### config.mk
export PLATFORM = sky130hd
export DESIGN_NAME = binomial_transform_seq
export DESIGN_NICKNAME = d
export VERILOG_FILES = /design/src/rtl/binomial_transform_seq.sv
export SDC_FILE = /design/constraint.sdc
export NUM_CORES = 1
export LEC_CHECK = 0
export CAP_MARGIN = 20
export CORE_MARGIN = 3
export CORE_UTILIZATION = 60
export DETAILED_ROUTE_END_ITERATION = 8
export HOLD_SLACK_MARGIN = 0.05
export PLACE_DENSITY = 0.78
export SETUP_SLACK_MARGIN = 0.4
export SYNTH_ARGS = -nofsm -noshare
export SYNTH_HDL_FRONTEND = slang
export SYNTH_SLANG_ARGS = --single-unit
### constraint.sdc
create_clock -name clk -period 5.86 [get_ports clk]
set_clock_uncertainty 0.2 [all_clocks]
set_input_delay 1.465 -clock clk [delete_from_list [all_inputs] [get_ports clk]]
set_output_delay 1.465 -clock clk [all_outputs]
set_load 0.1 [all_outputs]
### src/rtl/binomial_transform_seq.sv
// binomial_transform_seq
// Streams in N samples of W bits, computes iterated forward differences in
// place (one subtraction per clock) and streams out either the single
// (N-1)th-order difference (mode 0) or the whole binomial-transform
// sequence D^0 a0 .. D^(N-1) a0 (mode 1).
//
// Ports
//   clk, rst_n            clock, asynchronous active-low reset
//   in_valid/in_ready     sample handshake, in_data is the sample
//   mode                  0 = single result, 1 = full sequence; taken with a0
//   out_valid/out_ready   result handshake, out_data is the result beat
//   out_last              high on the final beat of a block
//   busy                  high while computing or presenting results
module binomial_transform_seq #(
  parameter int N = 10,
  parameter int W = 16
) (
  input  logic         clk,
  input  logic         rst_n,
  input  logic         in_valid,
  output logic         in_ready,
  input  logic [W-1:0] in_data,
  input  logic         mode,
  output logic         out_valid,
  input  logic         out_ready,
  output logic [W-1:0] out_data,
  output logic         out_last,
  output logic         busy
);

  localparam int IW = (N > 1) ? $clog2(N) : 1;
  localparam logic [IW-1:0] LAST = IW'(N - 1);

  typedef enum logic [1:0] {
    S_LOAD,
    S_COMPUTE,
    S_OUTPUT
  } state_t;

  state_t        state_q, state_d;
  logic [IW-1:0] cnt_q, cnt_d;
  logic [IW-1:0] p_q, p_d;
  logic [IW-1:0] j_q, j_d;
  logic [IW-1:0] k_q, k_d;
  logic          mode_q, mode_d;
  logic [W-1:0]  out_data_q, out_data_d;
  logic          out_last_q, out_last_d;

  logic [W-1:0]  smp_q [N];
  logic [W-1:0]  res_q [N];

  logic          accept;
  logic [W-1:0]  diff;

  assign accept = in_valid && (state_q == S_LOAD);
  assign diff   = smp_q[j_q + 1'b1] - smp_q[j_q];

  // Sample and result storage: contents are don't-care after reset.
  always_ff @(posedge clk) begin
    if (accept) begin
      smp_q[cnt_q] <= in_data;
      if (cnt_q == '0) res_q[0] <= in_data;
    end else if (state_q == S_COMPUTE) begin
      smp_q[j_q] <= diff;
      if (j_q == '0) res_q[p_q] <= diff;
    end
  end

  always_ff @(posedge clk or negedge rst_n) begin
    if (!rst_n) begin
      state_q    <= S_LOAD;
      cnt_q      <= '0;
      p_q        <= '0;
      j_q        <= '0;
      k_q        <= '0;
      mode_q     <= 1'b0;
      out_data_q <= '0;
      out_last_q <= 1'b0;
    end else begin
      state_q    <= state_d;
      cnt_q      <= cnt_d;
      p_q        <= p_d;
      j_q        <= j_d;
      k_q        <= k_d;
      mode_q     <= mode_d;
      out_data_q <= out_data_d;
      out_last_q <= out_last_d;
    end
  end

  always_comb begin
    state_d    = state_q;
    cnt_d      = cnt_q;
    p_d        = p_q;
    j_d        = j_q;
    k_d        = k_q;
    mode_d     = mode_q;
    out_data_d = out_data_q;
    out_last_d = out_last_q;
    unique case (state_q)
      S_LOAD: begin
        if (accept) begin
          if (cnt_q == '0) mode_d = mode;
          if (cnt_q == LAST) begin
            cnt_d = '0;
            if (N == 1) begin
              state_d    = S_OUTPUT;
              k_d        = '0;
              out_data_d = in_data;
              out_last_d = 1'b1;
            end else begin
              state_d = S_COMPUTE;
              p_d     = IW'(1);
              j_d     = '0;
            end
          end else begin
            cnt_d = cnt_q + 1'b1;
          end
        end
      end
      S_COMPUTE: begin
        if (j_q == LAST - p_q) begin
          if (p_q == LAST) begin
            // res[N-1] is being written this cycle, so mode 0 forwards diff.
            state_d    = S_OUTPUT;
            k_d        = '0;
            out_data_d = mode_q ? res_q[0] : diff;
            out_last_d = !mode_q;
          end else begin
            p_d = p_q + 1'b1;
            j_d = '0;
          end
        end else begin
          j_d = j_q + 1'b1;
        end
      end
      S_OUTPUT: begin
        if (out_ready) begin
          if (out_last_q) begin
            state_d    = S_LOAD;
            k_d        = '0;
            out_data_d = '0;
            out_last_d = 1'b0;
          end else begin
            k_d        = k_q + 1'b1;
            out_data_d = res_q[k_q + 1'b1];
            out_last_d = ((k_q + 1'b1) == LAST);
          end
        end
      end
      default: state_d = S_LOAD;
    endcase
  end

  assign in_ready  = (state_q == S_LOAD);
  assign out_valid = (state_q == S_OUTPUT);
  assign busy      = (state_q != S_LOAD);
  assign out_data  = out_data_q;
  assign out_last  = out_last_q;

endmodule

* Yosys cells after proc, flatten, opt, wreduce, memory -nomap -nowiden
Memory sizes are Yosys's and may differ from the RTL's.
Cells that the tools add are included.
** Storage, ports and cells
- Register bits after elaboration :: 36
- Memory bits (writable) :: 320
- Memories kept :: 2
** Memories
- res_q :: words 10, bits a word 16, read ports 2, clocked after Yosys merged registers in 0, wr ports 1, RTL line 50 : logic [W-1:0] res_q [N];
- smp_q :: words 10, bits a word 16, read ports 2, clocked after Yosys merged registers in 0, wr ports 1, RTL line 49 : logic [W-1:0] smp_q [N];
** Cells by class
- Add/subtract/negate cells :: 6
- Equal/unequal tests :: 14
- Muxes and demuxes :: 52
- Reduce and logical (&&, ||, !) cells :: 16
** Operators with widths (number)
- 16-bit 2-to-1 mux :: 7
- 4-bit 2-to-1 mux :: 15
- 16-bit case mux with 2 select lines :: 1
- 16-bit OR reduction :: 2
- 4-bit case mux with 2 select lines :: 3
- 1-bit 2-to-1 mux :: 18
- 4-bit by 1-bit adder with 4-bit output (second input constant) :: 4
- 16-bit subtractor :: 1
- 4-bit equality test (second input constant) :: 3
- 2-bit 2-to-1 mux :: 6
- 2-bit by 1-bit inequality test with 1-bit output (second input constant) :: 6
- 4-bit zero test :: 2
- 4-bit AND reduction :: 2
- 2-bit case mux with 3 select lines :: 1
- 6-bit AND reduction :: 1
- 2-bit nonzero test :: 3
- 5-bit AND reduction :: 1
- 4-bit equality test :: 1
- 4-bit subtractor (first input constant) :: 1
- 3-bit inequality test (second input constant) :: 1
- 3-bit AND reduction :: 1
- 2-bit by 1-bit equality test with 1-bit output (second input constant) :: 1
- 2-bit equality test (second input constant) :: 1
- 2-bit zero test :: 1
- other kinds (5) :: 5

* Longest topological paths before layout
Gate-level depths: netlist (run 1).
- Depth after elaboration :: 7
- Gate-level depth with buffers :: 21

* Worst setup path after synthesis (run 1)
Ideal clock, no wire load.
- Path kind :: reg2reg
- Start point :: register j_q[0]
- End point :: memory res_q[0][12], data pin
- Setup time :: 0.236 ns
- Arrival time :: 4.588 ns
- Slack :: 0.836 ns
- Cell stages (with the launch flop) :: 22
- Buffers on the path :: 5
- Path through :: dfrtp_1 buf_6 buf_2 clkbuf_1 inv_1 ha_1 buf_1 clkbuf_1 mux4_2 mux2i_1 nand2_1 o21ai_1 ha_1 inv_1 fa_1 a211oi_1 o21ai_1 a21oi_1 o21bai_1 a21o_1 xnor2_1 o21ai_1
** On the way
- Longest elaborated chain between the ends :: 7
- Elaborated cells between the ends (all ways) :: 10
- Classes of those cells :: 2 x add/sub; 5 x mux; 2 x reduce/logical; 1 x memory
** Ends and longest elaborated chain
- start, declared :: RTL line 43 : logic [IW-1:0] j_q, j_d;
- start signal, assigned :: RTL line 83 : j_q <= j_d;
- parallel branches: the longest is 6 deep, another holds memory read 10 x 16 bit
- 16-bit 2-to-1 mux (no source line) *
- end, declared :: RTL line 50
Every way passes the cells marked *.

* Final worst setup path (run 1)
- Start point :: register j_q[0]
- End point :: memory res_q[7][15], data pin
Same word-level chain as after synthesis.

==> qor.tcl, run 1 <==
set qor(run_status) {completed}
set qor(worst-endpoint-required_ns) 5.90
set qor(total_cts_buffers) 37
set qor(flow.area_growth_from_synthesis_pct) 13.06
set qor(count_of_boundary_i_o_pins) 41
set qor(route.vias.total) 10257
set qor(drtAntennaViolNets) 0
set qor(rsz0062_at_grt) {no}
set qor(clk-insertion-delay-late_ns) 0.53
set qor(end_kind) {flop}
set qor(path_max_fanout) 31
set qor(max_freq_ghz) 0.1968
set qor(drt_pass_1_iters) 8
set qor(critical_path_arrival_ns) 5.12
set qor(fp-row-count) 60
set qor(synth_top_cells_by_count) {320 x edfxtp_1, 96 x mux4_2, 84 x nand2_1}
set qor(timing.setup.tns_ns) 0
set qor(detailedPlacementHpwl_um) 25060
set qor(design.final.nets) 1170
set qor(netlist_area_mm2) 0.01663
set qor(setup.worst_path.class) {flop to flop}
set qor(grt_start_max_net_pins) 74
set qor(final_layout_size_suffix_gt1_share_pct) 22.55
set qor(synth.yosys.warnings) 0
set qor(critPathLaunch) {j_q[0]$_DFFE_PN0P_}
set qor(grt.overflow.total) 0
set qor(synth_cells) 1067
set qor(global_route_wire_length_before_repair_um) 60490
set qor(count_of_endpoints_failing_hold_in_the_final_timing_report) 0
set qor(max_slew_margin_pct) 14.64
set qor(drt_iter0_drc) 1210
set qor(worst_pin_slew_ns) 1.280
set qor(total_of_flip_flops_plus_latches_after_synthesis) 356
set qor(placeableCoreArea_mm2) 0.02710
set qor(max_stage_delay_ns) 0.56
set qor(synthDominantCellAreaShare_pct) 57.79
set qor(seq_area_frac_synth_pct) 63.21
set qor(path_cells) {buf_4 -> ha_1 -> xor2_4 -> buf_4 -> mux2i_1 -> a21oi_1 -> ha_1 -> nor2b_1 -> o2111ai_1 -> a211oi_1 -> a21oi_1 -> o21ai_1 -> xnor2_1 -> o21ai_1}
set qor(htree_levels) 2
set qor(synth-main-ff-cell) {edfxtp_1}
set qor(period_share_pct) 86.70
set qor(floorplan.die.height_um) 172.5
set qor(routabilityCongestion) 0.8993
set qor(wl_um) 40590
set qor(synth_top_cell_by_area) {edfxtp_1}
set qor(drcViolationCount) 0
set qor(worst_hold_path_type) {flop to flop}
set qor(synth.top_cells.by_area) {edfxtp_1 58%, mux4_2 13%, dfrtp_1 5.4%, mux2_2 2.8%, mux2i_1 2.6%}
set qor(grt_pass1_vias) 10301
set qor(route.detailed.vias_per_inst) 6.726
set qor(hp-start) {out_data[11]$_DFFE_PN0P_}
set qor(synth_cell_types) 60
set qor(r2r_end) {res_q[7][15]$_DFFE_PP_}
set qor(cts_post_setup_buffers_inserted) 0
set qor(regToRegSetupSlack_ns) 0.78
set qor(finalSetupViolations) 0
set qor(crit-reg2reg-launch) {j_q[0]$_DFFE_PN0P_}
set qor(initial_utilization_pct) 61.35
set qor(clockRootBuffer) {clkbuf_16}
set qor(crit_path_end) {res_q[7][15]$_DFFE_PP_}
set qor(clkSinkCount) 356
set qor(synth-edff-count) 320
set qor(insertedDiodeCount) 0
set qor(fin_crit_ns) 5.081
set qor(cts_tree) {yes}
set qor(synth_async_sr_flop_share_pct) 10.11
set qor(filler_cell_count) 1754
set qor(syn_avg_cell_area_um2) 15.58
set qor(grtUsageTotal_pct) 27.50
set qor(clock_tree.buffer_depth) 3
set qor(die_area_mm2) 0.02975
set qor(synth_fp_nets) 1111
set qor(drv.max_cap_violation_count) 0
set qor(grt_antenna_before_repair) 1
set qor(die_w_um) 172.5
set qor(yosysMostFrequentCell) {edfxtp_1}
set qor(final_max_slew_viol_count) 0
set qor(avgRoutedWirePerCell_um) 26.61
set qor(clock_input_transition_at_the_sequential_cells_of_the_worst_setup_and_hold_paths_ns) 0.06
set qor(depth_of_the_worst_register_to_register_path) 14
set qor(slowest_stage) {dfrtp_4}
set qor(crit_path_start_kind) {flop}
set qor(buffer_ports.inserted) 40
## timing repair
item	4_1_cts	5_1_grt
endpoints found under the setup margin	0	20
hold buffers	0	0
gates resized for setup	0	1
## worst min path at each step
stage	cells after the start	endpoint	slack, ns
floorplan	1	p_q[2]$_DFFE_PN0P_	0.29
global placement	1	out_data[11]$_DFFE_PN0P_	0.28
detailed placement	1	out_data[11]$_DFFE_PN0P_	0.28
CTS	1	out_data[11]$_DFFE_PN0P_	0.29
global route	1	out_data[11]$_DFFE_PN0P_	0.32
finish	1	out_data[11]$_DFFE_PN0P_	0.29
## worst max-delay path: cells and delay by family, from the launching register on
family / cells / cell delay [ns]
simple gates: 1 / 0.18
xor+xnor: 2 / 0.37
mux: 1 / 0.22
buf+inv: 2 / 0.69
flops: 1 / 0.56
compound gates: 6 / 1.93
fa+ha+maj: 2 / 0.63
## routing by layer
layer	track usage (%)	part of all wire, %	vias to the layer above
met4	9.302	3.1	2
met3	5.053	9.1	89
met1	39.62	40	5274
met5	0	0.022	-
li1	-	-	4356
met2	43.15	48	536
## cell families (layout without fill, tap and decap cells)
logic type      count (synthesis)  after routing  synth area share, %
buf+inv                        79            165                2.054
fa+ha+maj                      23             23                1.776
xor+xnor                       27             27                1.625
flops                         356            356                63.21
simple gates                  202            202                5.395
mux                           186            186                18.79
compound gates                194            194                7.149
## cell usage in the layout, fill, tap and decap left out, drive strengths merged, types with 3 or more instances in the layout
| cell type | count |
|---|---|
| a211oi | 20 |
| nand3 | 14 |
| clkinv | 9 |
| nor3 | 12 |
| dfrtp | 36 |
| o311ai | 3 |
| ha | 22 |
| nor2b | 19 |
| edfxtp | 320 |
| o21ai | 70 |
| and2 | 3 |
| xor2 | 14 |
| xnor2 | 13 |
| nor2 | 52 |
| mux2i | 44 |
| clkbuf | 56 |
| buf | 40 |
| a21oi | 49 |
| nor4 | 5 |
| mux4 | 96 |
| o21a | 4 |
| inv | 19 |
| a21o | 5 |
| a31oi | 9 |
| nand2 | 85 |
| mux2 | 46 |
| a32oi | 3 |
| o22ai | 6 |
| a222oi | 8 |
| nand2b | 4 |
| clkdlybuf4s50 | 39 |
## final cells by class
class	count	area (µm²)	share of cell area (%)
flip-flops and latches	356	10520	55.94
multi-input cells	632	5853	31.14
clock buffers	53	1028	5.471
repair buffers	82	753.2	4.007
well taps	372	465.4	2.476
clock inverters	13	117.6	0.6257
inverters	17	63.81	0.3395
## registers in the layout (all words and copies together), names as in the netlist, 2 cells and up
signal	cells
out_data	16
state_q	2
k_q	4
p_q	4
res_q	160
j_q	4
cnt_q	4
smp_q	160
## through the flow
step	hold WS, ns	utilization [%]	setup slack (ns)	instances	area, µm²
2_1_floorplan	0.2858	-	0.8362	1067	16630
3_3_place_gp	0.2755	64.78	0.9535	1452	17560
3_5_place_dp	0.2807	64.82	0.8804	1453	17570
4_1_cts	0.2938	69.05	0.7014	1519	18710
5_1_grt	0.3201	69.36	0.4216	1525	18800
6_report	0.2911	69.36	0.7794	1525	18800
Power of run 1 is left out: the tool's default activity adds up to more than one toggle a clock period on the data nets, which glitch-free logic cannot reach.
==> inputs of run 2 (changes only) <==
CORE_ASPECT_RATIO = 2   (was unset)
==> run 2 against run 1 <==
Final cell count fell by 2.6%. Worst setup slack worse by 0.065 ns. Flip-flop and latch count unchanged. Die area up 0.40%. Fmax down 1.3%. Sequential share of layout area increased by 0.69 points. Critical path depth unchanged. Hold slack gained 0.0029 ns. Design area down 1.2%. Non-clock buffer count unchanged. Critical endpoint is now smp_q[9][12]$_DFFE_PP_.
==> qor.tcl, run 2 (same netlist as run 1, synthesis figures left out) <==
set qor(path_cells) {inv_1 -> ha_1 -> buf_4 -> mux4_2 -> mux2i_1 -> a21oi_1 -> fa_1 -> a211oi_1 -> o21ai_1 -> a21oi_1 -> o21bai_1 -> a21o_1 -> xnor2_1 -> o21ai_1}
set qor(wl_um) 39570 ;# -2.5%
set qor(crit_path_end) {smp_q[9][12]$_DFFE_PP_}
set qor(grt_antenna_before_repair) 0 ;# -1
set qor(clkSinkCount) 356 ;# unchanged
set qor(die_w_um) 123.7 ;# -28%
set qor(depth_of_the_worst_register_to_register_path) 14 ;# unchanged
set qor(crit_path_start_kind) {flop}
set qor(worst-endpoint-required_ns) 5.92 ;# +0.02 ns
set qor(worst_pin_slew_ns) 1.154 ;# -0.1266 ns
set qor(buffer_ports.inserted) 40 ;# unchanged
set qor(cts_post_setup_buffers_inserted) 0 ;# unchanged
set qor(crit_buf_inv) 2 ;# unchanged
set qor(drt_iter0_drc) 993 ;# -18%
set qor(cts_tree) {yes}
set qor(clock_input_transition_at_the_sequential_cells_of_the_worst_setup_and_hold_paths_ns) 0.07 ;# about the same
set qor(design.final.nets) 1161 ;# -0.77%
set qor(total_cts_buffers) 28 ;# -24%
set qor(critical_path_arrival_ns) 5.21 ;# +0.09 ns
set qor(grtUsageTotal_pct) 27.49 ;# about the same
set qor(final_common_cell) {edfxtp_1}
set qor(postCtsResizedCells) 0 ;# unchanged
set qor(final_layout_size_suffix_gt1_share_pct) 22.32 ;# -0.23 points
set qor(regToRegSetupSlack_ns) 0.71 ;# -0.06 ns
set qor(most_used_cells_in_the_layout_excluding_fill_and_tap_cells) {320 x edfxtp_1, 96 x mux4_2, 84 x nand2_1}
set qor(met1Wirelength_um) 13270 ;# -18%
set qor(fp-row-count) 85 ;# +42%
set qor(grt.overflow.total) 0 ;# unchanged
set qor(flow.area_growth_from_synthesis_pct) 11.67
set qor(global_route_wire_length_before_repair_um) 60690 ;# +0.33%
set qor(routabilityCongestion) 0.9125 ;# +1.5%
set qor(timing.setup.tns_ns) 0 ;# unchanged
set qor(drtAntennaViolNets) 0 ;# unchanged
set qor(finalSetupViolations) 0 ;# unchanged
set qor(route.top_layer_used) {met4}
set qor(htree_levels) 1 ;# -1
set qor(drcViolationCount) 0 ;# unchanged
set qor(placeableCoreArea_mm2) 0.02712 ;# about the same
set qor(max_stage_delay_ns) 0.63 ;# +0.07 ns
set qor(floorplan.die.height_um) 241.4 ;# +40%
set qor(met3WireLength_um) 2334 ;# -37%
set qor(drv.max_cap_violation_count) 0 ;# unchanged
set qor(count_of_endpoints_failing_hold_in_the_final_timing_report) 0 ;# unchanged
set qor(end_kind) {flop}
set qor(worst_hold_path_type) {flop to flop}
set qor(slowest_stage) {dfrtp_4}
set qor(grt_pass1_vias) 10625 ;# +3.1%
set qor(die_area_mm2) 0.02987 ;# +0.40%
set qor(max_freq_ghz) 0.1944 ;# -1.3%
set qor(crit-reg2reg-launch) {j_q[0]$_DFFE_PN0P_}
set qor(fin_crit_ns) 5.145 ;# +0.06462 ns
set qor(final_max_slew_viol_count) 0 ;# unchanged
set qor(drt_pass_1_iters) 5 ;# -3
set qor(r2r_end) {smp_q[9][12]$_DFFE_PP_}
set qor(avgRoutedWirePerCell_um) 26.63 ;# about the same
set qor(detailedPlacementHpwl_um) 26600 ;# +6.2%
set qor(clock_tree.buffer_depth) 3 ;# unchanged
set qor(path_max_fanout) 25 ;# -19%
set qor(run_status) {completed}
set qor(critical_path_depth) 14 ;# unchanged
set qor(critPathLaunch) {j_q[0]$_DFFE_PN0P_}
set qor(rsz0062_at_grt) {no}
set qor(count_of_boundary_i_o_pins) 41 ;# unchanged
set qor(post_cts_hold_buffer_count) 0 ;# unchanged
set qor(insertedDiodeCount) 0 ;# unchanged
set qor(critical_path.top_delay_family) {compound AO/OA/AOI/OAI gates}
set qor(period_share_pct) 87.80 ;# +1.1 points
set qor(route.vias.total) 9965 ;# -2.8%
set qor(route.detailed.vias_per_inst) 6.706 ;# -0.30%
set qor(grt_start_max_net_pins) 51 ;# -31%
set qor(routed-wl-met2_um) 22280 ;# +14%
set qor(clockRootBuffer) {clkbuf_16}
set qor(clk-insertion-delay-late_ns) 0.56 ;# +0.03 ns
set qor(initial_utilization_pct) 61.31 ;# about the same
set qor(setup.worst_path.class) {flop to flop}
set qor(max_slew_margin_pct) 23.08 ;# +8.4 points
## run 2: layout make-up
type,count,area (µm²)
Sequential cell,356,10520
Timing Repair Buffer,82,745.7
Clock buffer,32,737.0
Clock inverter,19,210.2
Multi-Input combinational cell,632,5859
Tap cell,348,435.4
Inverter,17,63.81
Fill cell,1762,8552
## run 2: layer usage
| metal | global-route usage [%] | vias up |
|---|---|---|
| li1 | - | 4316 |
| met1 | 31.24 | 5055 |
| met2 | 50.81 | 467 |
| met3 | 3.364 | 127 |
| met4 | 12.44 | 0 |
| met5 | 0 | - |
## run 2: worst min-delay path by stage
stage                                  start                        to  slack (ns)  cells after the start
floorplan                 p_q[2]$_DFFE_PN0P_        p_q[2]$_DFFE_PN0P_        0.29                      1
global placement    out_data[11]$_DFFE_PN0P_  out_data[11]$_DFFE_PN0P_        0.27                      1
detailed placement   out_data[6]$_DFFE_PN0P_   out_data[6]$_DFFE_PN0P_        0.28                      1
CTS                  out_data[6]$_DFFE_PN0P_   out_data[6]$_DFFE_PN0P_        0.30                      1
global route         out_data[7]$_DFFE_PN0P_   out_data[7]$_DFFE_PN0P_        0.32                      1
finish               out_data[6]$_DFFE_PN0P_   out_data[6]$_DFFE_PN0P_        0.29                      1
## run 2: through the flow
step | cell area, µm² | util [%] | hold slack (ns) | cells | worst slack, ns
2_1_floorplan | 16630 | - | 0.2858 | 1067 | 0.8362
3_3_place_gp | 17520 | 64.61 | 0.2732 | 1427 | 0.8149
3_5_place_dp | 17540 | 64.69 | 0.2828 | 1429 | 0.7604
4_1_cts | 18490 | 68.18 | 0.2981 | 1480 | 0.7202
5_1_grt | 18570 | 68.47 | 0.3245 | 1486 | 0.4024
6_report | 18570 | 68.47 | 0.2940 | 1486 | 0.7148
Power of run 2 is left out for the same reason.
